## src/rtl/imem_fetch_ctrl_if.sv

```systemverilog
// Bundle of the fetch controller's loader, jump, decode-side and memory-side signals.
// The slave modport is the controller's view; master is the surrounding logic's view.
interface imem_fetch_ctrl_if #(
  parameter int unsigned AW = 4,
  parameter int unsigned DW = 8
);
  logic          run;
  logic          ld_valid;
  logic [AW-1:0] ld_addr;
  logic [DW-1:0] ld_data;
  logic          ld_ready;
  logic          jmp_valid;
  logic [AW-1:0] jmp_addr;
  logic          instr_valid;
  logic [DW-1:0] instr;
  logic [AW-1:0] instr_pc;
  logic          instr_ready;
  logic [AW-1:0] pc;
  logic          mem_we;
  logic [AW-1:0] mem_addr;
  logic [DW-1:0] mem_din;
  logic [DW-1:0] mem_dout;

  modport slave (
    input  run, ld_valid, ld_addr, ld_data, jmp_valid, jmp_addr, instr_ready, mem_dout,
    output ld_ready, instr_valid, instr, instr_pc, pc, mem_we, mem_addr, mem_din
  );

  modport master (
    output run, ld_valid, ld_addr, ld_data, jmp_valid, jmp_addr, instr_ready, mem_dout,
    input  ld_ready, instr_valid, instr, instr_pc, pc, mem_we, mem_addr, mem_din
  );
endinterface

```

## src/rtl/imem_fetch_ctrl.sv

```systemverilog
// Fetch sequencer for a single-port instruction memory: owns the pc, issues reads,
// hands words to decode over valid/ready and shares the port with the program loader.
module imem_fetch_ctrl #(
  parameter int unsigned AW        = 4,
  parameter int unsigned DW        = 8,
  parameter bit          LOAD_PRIO = 1'b1
) (
  input  logic               clk,
  input  logic               rst,
  imem_fetch_ctrl_if.slave   bus
);

  typedef enum logic [1:0] {
    IDLE  = 2'd0,
    ISSUE = 2'd1,
    CAPT  = 2'd2,
    HOLD  = 2'd3
  } state_t;

  state_t        state;
  state_t        state_n;
  logic [AW-1:0] pc_q;
  logic [AW-1:0] pc_n;
  logic [AW-1:0] pc_inc;
  logic [AW-1:0] instr_pc_q;
  logic [AW-1:0] instr_pc_n;
  logic [DW-1:0] instr_q;
  logic [DW-1:0] instr_n;
  logic          valid_q;
  logic          valid_n;
  logic          grant;
  logic          ld_hits_pc;

  // Loader owns the port whenever the fetch read is not competing, or always when it has priority.
  always_comb begin
    grant      = bus.ld_valid && !rst && ((state != ISSUE) || LOAD_PRIO);
    ld_hits_pc = grant && (bus.ld_addr == pc_q);
    pc_inc     = pc_q + AW'(1);
  end

  assign bus.ld_ready    = grant;
  assign bus.mem_we      = grant;
  assign bus.mem_addr    = grant ? bus.ld_addr : pc_q;
  assign bus.mem_din     = bus.ld_data;
  assign bus.pc          = pc_q;
  assign bus.instr       = instr_q;
  assign bus.instr_pc    = instr_pc_q;
  assign bus.instr_valid = valid_q;

  always_ff @(posedge clk) begin
    if (rst) begin
      state      <= IDLE;
      pc_q       <= '0;
      instr_q    <= '0;
      instr_pc_q <= '0;
      valid_q    <= 1'b0;
    end else begin
      state      <= state_n;
      pc_q       <= pc_n;
      instr_q    <= instr_n;
      instr_pc_q <= instr_pc_n;
      valid_q    <= valid_n;
    end
  end

  // A jump always wins; a loader write to the word being captured or held forces a refetch.
  always_comb begin
    state_n    = state;
    pc_n       = pc_q;
    instr_n    = instr_q;
    instr_pc_n = instr_pc_q;
    valid_n    = valid_q;

    unique case (state)
      IDLE: begin
        if (bus.jmp_valid) pc_n = bus.jmp_addr;
        if (bus.run)       state_n = ISSUE;
      end

      ISSUE: begin
        if (bus.jmp_valid) begin
          pc_n = bus.jmp_addr;
        end else if (!grant) begin
          state_n = CAPT;
        end
      end

      CAPT: begin
        if (bus.jmp_valid) begin
          pc_n    = bus.jmp_addr;
          state_n = ISSUE;
        end else if (ld_hits_pc) begin
          state_n = ISSUE;
        end else begin
          instr_n    = bus.mem_dout;
          instr_pc_n = pc_q;
          valid_n    = 1'b1;
          state_n    = HOLD;
        end
      end

      HOLD: begin
        if (bus.instr_ready) begin
          valid_n = 1'b0;
          if (bus.jmp_valid) begin
            pc_n    = bus.jmp_addr;
            state_n = ISSUE;
          end else begin
            pc_n    = pc_inc;
            state_n = bus.run ? ISSUE : IDLE;
          end
        end else if (bus.jmp_valid) begin
          pc_n    = bus.jmp_addr;
          valid_n = 1'b0;
          state_n = ISSUE;
        end else if (ld_hits_pc) begin
          valid_n = 1'b0;
          state_n = ISSUE;
        end
      end

      default: state_n = IDLE;
    endcase
  end

endmodule
```

## src/flat_wrapper.sv

```systemverilog
// flat-port wrapper written by rule: the top's interface ports become plain ports
module imem_fetch_ctrl_flat 
#(
  parameter int unsigned AW        = 4,
  parameter int unsigned DW        = 8,
  parameter bit          LOAD_PRIO = 1'b1
)
  (clk, rst, bus_run, bus_ld_valid, bus_ld_addr, bus_ld_data, bus_jmp_valid, bus_jmp_addr, bus_instr_ready, bus_mem_dout, bus_ld_ready, bus_instr_valid, bus_instr, bus_instr_pc, bus_pc, bus_mem_we, bus_mem_addr, bus_mem_din);
  imem_fetch_ctrl_if #(.AW(AW), .DW(DW)) bus_i ();
  input  logic clk;
  input  logic rst;
  input wire logic [$bits(bus_i.run)-1:0] bus_run;
  input wire logic [$bits(bus_i.ld_valid)-1:0] bus_ld_valid;
  input wire logic [$bits(bus_i.ld_addr)-1:0] bus_ld_addr;
  input wire logic [$bits(bus_i.ld_data)-1:0] bus_ld_data;
  input wire logic [$bits(bus_i.jmp_valid)-1:0] bus_jmp_valid;
  input wire logic [$bits(bus_i.jmp_addr)-1:0] bus_jmp_addr;
  input wire logic [$bits(bus_i.instr_ready)-1:0] bus_instr_ready;
  input wire logic [$bits(bus_i.mem_dout)-1:0] bus_mem_dout;
  output wire logic [$bits(bus_i.ld_ready)-1:0] bus_ld_ready;
  output wire logic [$bits(bus_i.instr_valid)-1:0] bus_instr_valid;
  output wire logic [$bits(bus_i.instr)-1:0] bus_instr;
  output wire logic [$bits(bus_i.instr_pc)-1:0] bus_instr_pc;
  output wire logic [$bits(bus_i.pc)-1:0] bus_pc;
  output wire logic [$bits(bus_i.mem_we)-1:0] bus_mem_we;
  output wire logic [$bits(bus_i.mem_addr)-1:0] bus_mem_addr;
  output wire logic [$bits(bus_i.mem_din)-1:0] bus_mem_din;
  assign bus_i.run = bus_run;
  assign bus_i.ld_valid = bus_ld_valid;
  assign bus_i.ld_addr = bus_ld_addr;
  assign bus_i.ld_data = bus_ld_data;
  assign bus_i.jmp_valid = bus_jmp_valid;
  assign bus_i.jmp_addr = bus_jmp_addr;
  assign bus_i.instr_ready = bus_instr_ready;
  assign bus_i.mem_dout = bus_mem_dout;
  assign bus_ld_ready = bus_i.ld_ready;
  assign bus_instr_valid = bus_i.instr_valid;
  assign bus_instr = bus_i.instr;
  assign bus_instr_pc = bus_i.instr_pc;
  assign bus_pc = bus_i.pc;
  assign bus_mem_we = bus_i.mem_we;
  assign bus_mem_addr = bus_i.mem_addr;
  assign bus_mem_din = bus_i.mem_din;
  imem_fetch_ctrl #(.AW(AW), .DW(DW), .LOAD_PRIO(LOAD_PRIO)) u_core (.clk(clk), .rst(rst), .bus(bus_i));
endmodule
```

## config.mk

```make
export PLATFORM = sky130hd
export DESIGN_NAME = imem_fetch_ctrl_flat
export DESIGN_NICKNAME = d
export VERILOG_FILES = /design/src/rtl/imem_fetch_ctrl_if.sv /design/src/rtl/imem_fetch_ctrl.sv /design/src/flat_wrapper.sv
export SDC_FILE = /design/constraint.sdc
export NUM_CORES = 1
export LEC_CHECK = 0
export CAP_MARGIN = 20
export CORE_UTILIZATION = 46
export DETAILED_ROUTE_END_ITERATION = 7
export MAX_ROUTING_LAYER = met4
export PLACE_DENSITY = 0.87
export SLEW_MARGIN = 10
export SYNTH_ARGS = -nofsm -noshare
export SYNTH_HDL_FRONTEND = slang
export SYNTH_SLANG_ARGS = --single-unit
```

## constraint.sdc

```tcl
create_clock -name clk -period 4.15 [get_ports clk]
set_clock_uncertainty 0.2 [all_clocks]
set_input_delay 1.245 -clock clk [delete_from_list [all_inputs] [get_ports clk]]
set_output_delay 1.245 -clock clk [all_outputs]
set_load 0.03 [all_outputs]
```

==> metrics.yaml <==
clocking:
  cts_hold_buf: 0
  htree_levels: 1
  ctsRootBufferMaster: "clkbuf_4"
  numClockSinks: 19
  post_cts_buffers: 0
  cts_buffers: 3
  path_clk_slew_ps: 110
  cts_resized: 0
  clk_latency_ps: 310
  clk_path_buf_depth: 2
  cts_tree: "done"
global_routing:
  grt_max_degree: 33
  antenna_found_initial: 0
  grt_pass1_wl_mm: 5.93
  grt_overflow: 0
  grt_pass1_vias: 1290
  grt.total_usage_pct: 23.6
synth:
  ys_types: 36
  synth.avg_cell_area_um2: 8.77
  yosys_register_bits: 19
  synth_cells: 161
  synthesis.area_um2: 1410
  ys_warn_count: 0
  synth_nets: 192
  ys_seq_area_share_pct: 26.9
setup_path:
  r2r-start: "u_core.bus.pc[1]"
  ff2ff_path_depth: 4
  crit_fanout: 8
  crit_type: "in -> out"
  endpoint_kind: "primary output"
  arrival_ps: 2410
  r2r_setup_slack_ps: 1410
  cp-endpoint: "bus_mem_addr[3]"
  r2r-end: "u_core.state[1]"
  crit_start: "rst"
  cp.required_ps: 2700
  critPathLaunchType: "input pin"
power:
  p_int_uw: 273
  switchingPower_uw: 134
  power_density_nw_per_um2: 235
  clkPwrFrac_pct: 24.7
  switching_share_pct: 32.9
  pwr-share-comb_pct: 26.8
  seqPwrFrac_pct: 48.5
  ir_drop_mv: 0.136
  static-leakage-power_uw: 0.000640
timing:
  fin_crit_sh_pct: 93.0
  fmax_mhz: 259
  final_hold_viol_count: 0
  tns_ps: 0
  setup_violations: 0
  timing.final.crit_period_ps: 3860
  tightest_slew_ps: 1090
  rsz0062_at_grt: "no"
  fin_hold_ws_ps: 324
  finalMaxSlewViolations: 0
  slew-limit-headroom_pct: 27.3
route:
  drtIter0Drc: 40
  via_per_inst: 5.99
  num_vias: 1312
  drt_drc_violations_left: 4
  wirelength_mm: 3.53
  wl_per_cell_um: 16.1
  ant_nets: 0
  drt_pass1_iterations: 6
die:
  ioPinCount: 61
  start_util_pct: 49.9
  core_um2: 2830
  dieArea_um2: 3300
  rows: 19
  die_x_um: 57.4
  fp.dieH_um: 57.4
run_status:
  violations: "DRC"
  outcome: "complete, but fails checks"
final_layout:
  nFillCells: 248
  fin_nets: 220
  area_delta_synth_final_pct: 22.2
  drive_gt1_share_pct: 12.8
  layout_common_cells: "clkdlybuf4s50_1 (38), nand2_1 (34), dfxtp_1 (19)"
  seqCellArea_um2: 380
  antennaDiodeCount: 0
  multi_input_area_um2: 821
  layout_commonest_cell: "clkdlybuf4s50_1"
hold_path:
  hp-class: "reg -> reg"
place:
  dpl.hpwl_mm: 2.46
  gp_congestion: 0.803
  port_buffers: 44
run:
  cap_violations: 0
flip-flops by register name, summed over array words and instances (netlist names):
signal,cells
u_core.bus.instr,8
u_core.bus.instr_valid,1
u_core.bus.instr_pc,4
u_core.state,2
u_core.bus.pc,4
cells by family after synthesis:
group	synth area share (%)
AOI/OAI and AO/OA	12.9
xor gates and xnor gates	3.72
adders and majority gates	0.886
buffers and inverters	15.0
DFF	26.9
muxes	9.30
and+or+nand+nor	31.3
worst min path at each step:
stage | from | end | cells past startpoint
after global placement | u_core.bus.instr_valid | u_core.bus.instr_valid | 2
after global routing | u_core.bus.instr_valid | u_core.bus.instr_valid | 2
final | u_core.bus.instr_valid | u_core.bus.instr_valid | 2
after floorplan | u_core.state[0] | u_core.state[0] | 2
after CTS | u_core.bus.instr_valid | u_core.bus.instr_valid | 2
after detailed placement | u_core.bus.instr_valid | u_core.bus.instr_valid | 2
synth_stat cells, drive strengths merged:
library cell	count	area [µm²]
a211oi	1	7.51
inv	3	11.3
nor3	2	15.0
a32oi	12	105
nor4b	12	105
xnor2	2	17.5
nor3b	12	130
nor2	2	7.51
a2bb2oi	1	8.76
nand2b	2	12.5
a21oi	4	20.0
o22ai	1	6.26
ha	1	12.5
a22oi	1	7.51
dfxtp	19	380
nand2	34	128
mux2	1	11.3
xor2	4	35.0
buf	19	148
or3	1	6.26
a311oi	2	17.5
nand3	2	10.0
mux2i	12	120
nor4	2	12.5
clkbuf	5	52.6
or3b	1	8.76
nand4	1	6.26
o21ai	2	10.0
critical path, stage by stage:
cell	delay, ps
clkdlybuf4s50_1	490
nand2b_1	250
inv_2	120
nand2_1	80
nand2_1	50
buf_4	160
metal layers:
| metal | global-route usage, % | vias to the layer above | wire (µm) |
|---|---|---|---|
| li1 | - | 634 | - |
| met1 | 28.5 | 617 | 1480 |
| met3 | 2.95 | 6 | 236 |
| met4 | 7.32 | 0 | 56 |
| met5 | - | - | 0 |
| met2 | 40.7 | 55 | 1750 |
area by class of cell:
type,count,area share (%)
Clock inverter,1,0.290
Inverter,3,0.652
Clock buffer,3,1.30
Multi-Input combinational cell,115,47.5
Timing Repair Buffer,47,25.9
Tap cell,31,2.25
Sequential cell,19,22.0
power groups by stage:
stage / clock (µW) / sequential, µW / combinational, µW
after floorplan: 0 / 206 / 76.2
after detailed placement: 0 / 201 / 109
after global routing: 105 / 199 / 116
after global placement: 0 / 201 / 106
after CTS: 101 / 197 / 109
final: 100 / 197 / 109
stage by stage:
stage / util, % / area, µm² / total power (µW) / std cells / setup WS [ps]
detailed placement: 60.1 / 1700 / 310 / 215 / 246
finish: 61.0 / 1730 / 407 / 219 / 292
global route: 61.0 / 1730 / 420 / 219 / 178
floorplan: - / 1410 / 282 / 161 / 544
global placement: 60.1 / 1700 / 306 / 215 / 359
CTS: 61.0 / 1730 / 407 / 219 / 284
Note: power is estimated with default switching activity, not from simulation.
